===== src/rtl/nand_cmd_seq_pkg.sv =====
// Shared types for the NAND command/address sequencer: entry encodings,
// FSM states and the delay-counter width.
package nand_cmd_pkg;
  localparam int CNT_W = 8;

  typedef enum logic [1:0] {
    CT_CMD  = 2'd0,
    CT_ADDR = 2'd1,
    CT_WAIT = 2'd2,
    CT_END  = 2'd3
  } cmd_type_e;

  typedef enum logic [2:0] {
    S_IDLE, S_CE_SETUP, S_ACTIVE, S_LATCH, S_HOLD, S_WAIT, S_CE_HOLD
  } state_e;

  // Counters run count-1 down to 0; a zero count still costs one cycle.
  function automatic logic [CNT_W-1:0] cnt_ld(input int n);
    return (n <= 0) ? '0 : CNT_W'(n - 1);
  endfunction

  function automatic state_e dispatch(input cmd_type_e t);
    case (t)
      CT_CMD, CT_ADDR: return S_LATCH;
      CT_WAIT:         return S_WAIT;
      default:         return S_CE_HOLD;
    endcase
  endfunction
endpackage


===== src/rtl/nand_cmd_seq_if.sv =====
// Entry stream in, PHY control/write-data out.
interface nand_cmd_seq_if #(parameter int DQ_WIDTH = 8);
  import nand_cmd_pkg::*;
  logic                cmd_valid, cmd_ready;
  cmd_type_e           cmd_type;
  logic [DQ_WIDTH-1:0] cmd_data;
  logic                cmd_ce, wp_n, busy;
  logic                ctrl_cle, ctrl_ale, ctrl_wrn, ctrl_wpn;
  logic [1:0]          ctrl_cen;
  logic                dq_oe_n, dqs_oe_n;
  logic [DQ_WIDTH-1:0] wr_data_rise, wr_data_fall;

  modport slave (
    input  cmd_valid, cmd_type, cmd_data, cmd_ce, wp_n,
    output cmd_ready, busy, ctrl_cle, ctrl_ale, ctrl_wrn, ctrl_wpn,
           ctrl_cen, dq_oe_n, dqs_oe_n, wr_data_rise, wr_data_fall
  );
  modport master (
    output cmd_valid, cmd_type, cmd_data, cmd_ce, wp_n,
    input  cmd_ready, busy, ctrl_cle, ctrl_ale, ctrl_wrn, ctrl_wpn,
           ctrl_cen, dq_oe_n, dqs_oe_n, wr_data_rise, wr_data_fall
  );
endinterface


===== src/rtl/nand_dly_cnt.sv =====
// Loadable down-counter; done while the count sits at zero.
module nand_dly_cnt import nand_cmd_pkg::*; (
  input  logic             clk0,
  input  logic             rst0_n,
  input  logic             i_load,
  input  logic [CNT_W-1:0] i_val,
  output logic             o_done
);
  logic [CNT_W-1:0] r_cnt;

  always_ff @(posedge clk0 or negedge rst0_n) begin
    if (!rst0_n)              r_cnt <= '0;
    else if (i_load)          r_cnt <= i_val;
    else if (r_cnt != '0)     r_cnt <= r_cnt - 1'b1;
  end

  assign o_done = (r_cnt == '0);
endmodule


===== src/rtl/nand_cmd_seq.sv =====
// ONFI CMD/ADDR latch sequencer: frames CE#, strobes CLE/ALE and spaces cycles
// by TCS/TCAH/TCH; all PHY-facing outputs are Moore flops.
module nand_cmd_seq import nand_cmd_pkg::*; #(
  parameter int DQ_WIDTH = 8,
  parameter int TCS      = 3,
  parameter int TCAH     = 1,
  parameter int TCH      = 2
) (
  input logic           clk0,
  input logic           rst0_n,
  nand_cmd_seq_if.slave bus
);
  state_e              r_state, w_nxt;
  cmd_type_e           r_type, w_type;
  logic [DQ_WIDTH-1:0] r_byte, w_byte, r_wr;
  logic                r_rdy, r_busy, r_cle, r_ale, r_dq_oe_n, r_wpn;
  logic [1:0]          r_cen;
  logic                w_acc, w_done, w_ld;
  logic [CNT_W-1:0]    w_ld_val;

  assign w_acc = bus.cmd_valid & r_rdy;
  // ACTIVE dispatches the live entry; CE_SETUP dispatches the stored opener.
  assign w_type = (r_state == S_ACTIVE) ? bus.cmd_type : r_type;
  assign w_byte = (r_state == S_ACTIVE) ? bus.cmd_data : r_byte;

  always_comb begin
    w_nxt = r_state;
    case (r_state)
      S_IDLE:         if (w_acc && bus.cmd_type != CT_END) w_nxt = S_CE_SETUP;
      S_CE_SETUP:     if (w_done) w_nxt = dispatch(w_type);
      S_ACTIVE:       if (w_acc)  w_nxt = dispatch(w_type);
      S_LATCH:        w_nxt = S_HOLD;
      S_HOLD, S_WAIT: if (w_done) w_nxt = S_ACTIVE;
      S_CE_HOLD:      if (w_done) w_nxt = S_IDLE;
      default:        w_nxt = S_IDLE;
    endcase
  end

  // Every timed state is entered from a different state, so load on any change.
  always_comb begin
    w_ld     = (w_nxt != r_state);
    w_ld_val = '0;
    case (w_nxt)
      S_CE_SETUP: w_ld_val = cnt_ld(TCS);
      S_HOLD:     w_ld_val = cnt_ld(TCAH);
      S_WAIT:     w_ld_val = cnt_ld(int'(w_byte));
      S_CE_HOLD:  w_ld_val = cnt_ld(TCH);
      default:    w_ld_val = '0;
    endcase
  end

  nand_dly_cnt u_cnt (
    .clk0   (clk0),
    .rst0_n (rst0_n),
    .i_load (w_ld),
    .i_val  (w_ld_val),
    .o_done (w_done)
  );

  always_ff @(posedge clk0 or negedge rst0_n) begin
    if (!rst0_n) begin
      r_state   <= S_IDLE;
      r_type    <= CT_CMD;
      r_byte    <= '0;
      r_rdy     <= 1'b0;
      r_busy    <= 1'b0;
      r_cle     <= 1'b0;
      r_ale     <= 1'b0;
      r_cen     <= 2'b11;
      r_dq_oe_n <= 1'b1;
      r_wr      <= '0;
    end else begin
      r_state <= w_nxt;
      if (w_acc && r_state == S_IDLE) begin
        r_type <= bus.cmd_type;
        r_byte <= bus.cmd_data;
      end
      r_rdy     <= (w_nxt == S_IDLE) || (w_nxt == S_ACTIVE);
      r_busy    <= (w_nxt != S_IDLE);
      r_cle     <= (w_nxt == S_LATCH) && (w_type == CT_CMD);
      r_ale     <= (w_nxt == S_LATCH) && (w_type == CT_ADDR);
      r_dq_oe_n <= !((w_nxt == S_LATCH) || (w_nxt == S_HOLD));
      if (w_nxt == S_LATCH) r_wr <= w_byte;
      // Chip select is fixed by the opening entry and held until release.
      if (w_nxt == S_IDLE)        r_cen <= 2'b11;
      else if (r_state == S_IDLE) r_cen <= bus.cmd_ce ? 2'b01 : 2'b10;
    end
  end

  always_ff @(posedge clk0 or negedge rst0_n) begin
    if (!rst0_n) r_wpn <= 1'b0;
    else         r_wpn <= bus.wp_n;
  end

  assign bus.cmd_ready    = r_rdy;
  assign bus.busy         = r_busy;
  assign bus.ctrl_cle     = r_cle;
  assign bus.ctrl_ale     = r_ale;
  assign bus.ctrl_wrn     = 1'b1;
  assign bus.ctrl_wpn     = r_wpn;
  assign bus.ctrl_cen     = r_cen;
  assign bus.dq_oe_n      = r_dq_oe_n;
  assign bus.dqs_oe_n     = 1'b1;
  assign bus.wr_data_rise = r_wr;
  assign bus.wr_data_fall = r_wr;
endmodule

===== src/flat_wrapper.sv =====
// flat-port wrapper written by rule: the top's interface ports become plain ports
module nand_cmd_seq_flat import nand_cmd_pkg::*;
#(
  parameter int DQ_WIDTH = 8,
  parameter int TCS      = 3,
  parameter int TCAH     = 1,
  parameter int TCH      = 2
)
  (clk0, rst0_n, bus_cmd_valid, bus_cmd_type, bus_cmd_data, bus_cmd_ce, bus_wp_n, bus_cmd_ready, bus_busy, bus_ctrl_cle, bus_ctrl_ale, bus_ctrl_wrn, bus_ctrl_wpn, bus_ctrl_cen, bus_dq_oe_n, bus_dqs_oe_n, bus_wr_data_rise, bus_wr_data_fall);
  nand_cmd_seq_if #(.DQ_WIDTH(DQ_WIDTH)) bus_i ();
  input logic clk0;
  input logic rst0_n;
  input wire logic [$bits(bus_i.cmd_valid)-1:0] bus_cmd_valid;
  input wire logic [$bits(bus_i.cmd_type)-1:0] bus_cmd_type;
  input wire logic [$bits(bus_i.cmd_data)-1:0] bus_cmd_data;
  input wire logic [$bits(bus_i.cmd_ce)-1:0] bus_cmd_ce;
  input wire logic [$bits(bus_i.wp_n)-1:0] bus_wp_n;
  output wire logic [$bits(bus_i.cmd_ready)-1:0] bus_cmd_ready;
  output wire logic [$bits(bus_i.busy)-1:0] bus_busy;
  output wire logic [$bits(bus_i.ctrl_cle)-1:0] bus_ctrl_cle;
  output wire logic [$bits(bus_i.ctrl_ale)-1:0] bus_ctrl_ale;
  output wire logic [$bits(bus_i.ctrl_wrn)-1:0] bus_ctrl_wrn;
  output wire logic [$bits(bus_i.ctrl_wpn)-1:0] bus_ctrl_wpn;
  output wire logic [$bits(bus_i.ctrl_cen)-1:0] bus_ctrl_cen;
  output wire logic [$bits(bus_i.dq_oe_n)-1:0] bus_dq_oe_n;
  output wire logic [$bits(bus_i.dqs_oe_n)-1:0] bus_dqs_oe_n;
  output wire logic [$bits(bus_i.wr_data_rise)-1:0] bus_wr_data_rise;
  output wire logic [$bits(bus_i.wr_data_fall)-1:0] bus_wr_data_fall;
  assign bus_i.cmd_valid = bus_cmd_valid;
  assign bus_i.cmd_type = bus_cmd_type;
  assign bus_i.cmd_data = bus_cmd_data;
  assign bus_i.cmd_ce = bus_cmd_ce;
  assign bus_i.wp_n = bus_wp_n;
  assign bus_cmd_ready = bus_i.cmd_ready;
  assign bus_busy = bus_i.busy;
  assign bus_ctrl_cle = bus_i.ctrl_cle;
  assign bus_ctrl_ale = bus_i.ctrl_ale;
  assign bus_ctrl_wrn = bus_i.ctrl_wrn;
  assign bus_ctrl_wpn = bus_i.ctrl_wpn;
  assign bus_ctrl_cen = bus_i.ctrl_cen;
  assign bus_dq_oe_n = bus_i.dq_oe_n;
  assign bus_dqs_oe_n = bus_i.dqs_oe_n;
  assign bus_wr_data_rise = bus_i.wr_data_rise;
  assign bus_wr_data_fall = bus_i.wr_data_fall;
  nand_cmd_seq #(.DQ_WIDTH(DQ_WIDTH), .TCS(TCS), .TCAH(TCAH), .TCH(TCH)) u_core (.clk0(clk0), .rst0_n(rst0_n), .bus(bus_i));
endmodule

===== config.mk =====
export PLATFORM = sky130hd
export DESIGN_NAME = nand_cmd_seq_flat
export DESIGN_NICKNAME = d
export VERILOG_FILES = /design/src/rtl/nand_cmd_seq_pkg.sv /design/src/rtl/nand_cmd_seq_if.sv /design/src/rtl/nand_dly_cnt.sv /design/src/rtl/nand_cmd_seq.sv /design/src/flat_wrapper.sv
export SDC_FILE = /design/constraint.sdc
export NUM_CORES = 1
export LEC_CHECK = 0
export ABC_AREA = 1
export ABC_CLOCK_PERIOD_IN_PS = 3230
export CORE_MARGIN = 2
export CORE_UTILIZATION = 33
export DETAILED_ROUTE_END_ITERATION = 10
export MAX_ROUTING_LAYER = met4
export PLACE_DENSITY = 0.51
export SYNTH_ARGS = -nofsm -noshare
export SYNTH_HDL_FRONTEND = slang
export SYNTH_SLANG_ARGS = --single-unit
export TNS_END_PERCENT = 50

===== constraint.sdc =====
create_clock -name clk0 -period 3.23 [get_ports clk0]
set_input_delay 0.323 -clock clk0 [delete_from_list [all_inputs] [get_ports clk0]]
set_output_delay 0.323 -clock clk0 [all_outputs]
set_load 0.1 [all_outputs]

==> out/metrics.sh <==
REGISTER_AREA_UM2=929.6
FLOORPLAN.INITIALDENSITY_PCT=34.52
CTS_MADE_BUFFERS=5
SYNTH.LARGEST_AREA_CELL='dfrtp_1'
DIE_AREA_MM2=0.007879
DIODES=0
ASYNC_RESET_FF_SHARE_PCT=100.0
SYNTH-SEQ-CELLS=37
GRT_START_MAX_NET_PINS=38
WORSTPATHCELLLIST='inv_2, nand2_1, nor2_1, nand2_1, nor2_1, nor2_2, nand3_4, nand2_2, nand2_1, nor2_1, nor2_1, nor2_2'
GR-TOTAL-OVERFLOW=0
SYNTH_TOP_CELL_AREA_SHARE_PCT=35.88
LAYOUT_MIN_CYCLE_TIME_PS=2288
LAYOUT.FILLER_CELLS=723
POST_SYNTH_NUM_CELL_TYPES=30
PATH_COMMON_CELL='nor2_1'
YS_WARN_COUNT=0
GLOBAL_ROUTE.USAGE.MET3_PCT=4.198
VIAS_PER_CELL=4.327
SYNTHESIS.AREA_PER_INSTANCE_UM2=7.648
NNETSFINAL=358
CAP_VIOL_MAX_COUNT=0
REMAINING_ANTENNA_VIOLATION_COUNT=0
LAYOUT-DRIVE-GT1-SHARE_PCT=15.54
FIRST_PASS_ITERS=4
PIN_COUNT=41
CTS_SINKS=37
LAYOUT-AREA-OVERHEAD-VS-SYNTH_PCT=19.37
DETAILED_PLACE_HPWL_MM=3.742
REG2REG_SLACK_PS=940
CTS_HTREE_LEVELS=2
DETAIL_ROUTE.WIRELENGTH_MM=4.945
SETUP_TOTAL_NEGATIVE_SLACK_PS=0
ROOT_BUFFER_SELECTED_BY_CTS='clkbuf_8'
FP.COREAREA_MM2=0.006869
CLOCK-SKEW-FINAL_PS=8.276
CLKLATENCYLATEPIN_PS=300
POST-ROUTE-PERIOD-UTIL_PCT=70.83
WIRE_LENGTH_OF_THE_FIRST_GLOBAL_ROUTING_PASS_MM=8.542
GRT_SETUP_UNREPAIRED='no'
ROUTEDWLPERCELL_UM=11.32
ROWS=30
SYNTH_SEQUENTIAL_AREA_RATIO_PCT=39.21
GLOBAL_ROUTE.USAGE.MET1_PCT=19.45
DETAILROUTE.VIA_COUNT=1891
CTS-ROOT-TO-SINK-BUFFERS=2
CRITPATHCAPTURETYPE='flop'
POST_SYNTH_MOST_FREQUENT_CELLS='nand2_1, inv_1, nor2_1'
CTS_POST_SETUP_BUFFERS_INSERTED=0
VIAS_IN_THE_FIRST_GLOBAL_ROUTE=1851
TOP_POST_SYNTHESIS_CELLS_BY_AREA='dfrtp_1, nand2_1, inv_1'
POSTSYNTHCELLCOUNT=310
NUMBER_OF_ANTENNA_VIOLATIONS_AT_THE_FIRST_CHECK_IN_GLOBAL_ROUTING=0
DETAIL_ROUTE.ITER0.VIOLATIONS=111
TYPE_OF_THE_SETUP_PATH_WITH_THE_LEAST_SLACK='reg2reg'
YS_DOMINANT_REG_CELL='dfrtp_1'
CP.REQUIRED_PS=3430
GLOBAL_ROUTE.USAGE.TOTAL_PCT=14.67
SYNTH_ENABLE_FLOP_CELLS=0
HP-CLASS='in2async'
HOLDWS_PS=118.1
DRV_SLEW=0
ACHIEVABLE_FREQUENCY_MHz=437.1
GP_CONGESTION=0.8141
TIMING.CRITICAL_PATH.SLOWEST_STAGE_CELL='dfrtp_1'
CTS_TREE='yes'
TIGHTEST_SLEW_PS=973.2
CHIPHEIGHT_UM=88.77
DRT_DRC_VIOLATIONS_LEFT=0
CRITICAL-PATH-MAX-STAGE-DELAY_PS=440
GRT-BUSIEST-LAYER='met2'
REPORT.FINAL.HOLD_VIOL_COUNT=0
DIE_WIDTH_UM=88.77
MOST_FREQUENT_CELL_AFTER_SYNTHESIS='nand2_1'
WORST_SETUP_HOLD_PATH_CLK_SLEW_PS=70
CRITICAL_PATH_PEAK_FANOUT=20
WORST_SLEW_MARGIN_REL_PCT=34.92
POST_CTS_RESIZE_COUNT=0
RUN_STATUS='completed'
GRT_USE_MET2_PCT=22.25
TIMING.FINAL.SETUP_VIOLATIONS=0
TIMING.CRITICAL_PATH.ARRIVAL_PS=2480
PORT-BUFFER-COUNT=38
CTS_HOLD_BUF=0
MULTI_INPUT_COMB_AREA_MM2=0.001165
SYN_AREA_MM2=0.002371
CP-START-KIND='flop'
-- final cells by class --
type,count,share of cell area [%]
flip-flops and latches,37,32.85
repair buffers,38,13.00
clock buffers,8,3.183
multi-input cells,216,41.16
well taps,96,4.244
inverters,42,5.570
-- layer usage --
metal | share of wire, % | wire [µm] | vias up
li1 | - | - | 1005
met1 | 52 | 2557 | 853
met2 | 44 | 2195 | 31
met3 | 3.4 | 166 | 2
met4 | 0.53 | 26 | 0
met5 | 0 | 0 | -
-- worst max-delay path, delay by kind of cell (launching register included) --
kind / cells / cell delay [ps]
buffers and inverters: 1 / 130
flip-flops: 1 / 440
AND/OR/NAND/NOR: 11 / 1610
-- flip-flops by register name, indices dropped and copies added, names as in the netlist --
signal	cells
u_core.bus.ctrl_cen	2
u_core.u_cnt.r_cnt	8
u_core.bus.wr_data_fall	8
u_core.bus.ctrl_ale	1
u_core.bus.busy	1
u_core.r_type	2
u_core.r_state	3
u_core.bus.dq_oe_n	1
u_core.bus.ctrl_cle	1
u_core.bus.ctrl_wpn	1
u_core.r_byte	8
u_core.bus.cmd_ready	1
-- cell families (layout without fill, tap and decap cells) --
kind of cell    count (synthesis)  count (layout)  share of synthesized area [%]
compound gates                 35              35                          8.971
xor+xnor                       11              11                          4.063
fa+ha+maj                       3               3                          1.583
buf+inv                        58              88                          11.82
flops                          37              37                          39.21
mux                             1               1                         0.4749
other cells                     1               2                         0.1582
simple gates                  164             164                          33.72
-- metrics by stage --
step	setup slack, ps	utilization [%]	cells	cell area, µm²
4_1_cts	910.0	41.20	437	2830
2_1_floorplan	1192	-	311	2375
5_1_grt	614.6	41.20	437	2830
6_report	942.2	41.20	437	2830
3_5_place_dp	866.0	39.89	429	2740
3_3_place_gp	914.7	39.89	429	2740
-- path summary, 6_finish.rpt --
kind | startpoint | endpoint | cells after the start
setup / recovery | u_core.r_state[2]$_DFF_PN0_ | u_core.u_cnt.r_cnt[0]$_DFFE_PN0P_ | 12
hold / removal | rst0_n | u_core.r_state[0]$_DFF_PN0_ | 1
setup reg to reg | u_core.r_state[2]$_DFF_PN0_ | u_core.u_cnt.r_cnt[0]$_DFFE_PN0P_ | 12
hold reg to reg | u_core.bus.wr_data_fall[3]$_DFFE_PN0N_ | u_core.bus.wr_data_fall[3]$_DFFE_PN0N_ | 2
max in group asynchronous | rst0_n | u_core.bus.wr_data_fall[5]$_DFFE_PN0N_ | 1
min in group clk0 | bus_wp_n | u_core.bus.ctrl_wpn$_DFF_PN0_ | 1
-- cell usage in the layout, fill, tap and decap left out, types with 2 or more instances in the layout --
master           count
a21oi_1              7
buf_4                3
clkbuf_1             2
clkbuf_8             6
clkdlybuf4s50_1     34
conb_1               2
dfrtp_1             34
dfstp_2              3
ha_1                 3
inv_1               37
inv_2                5
nand2_1             82
nand2_2             13
nand2_4              3
nand3_1             19
nand3_4              3
nor2_1              35
nor2_2               3
nor2_8               2
o21ai_0             17
o21ai_1              3
o21ai_2              7
xnor2_1              4
xor2_1               7
Power is not shown: default switching activity piles up to over one toggle a cycle in this logic, so the estimate is an artifact.
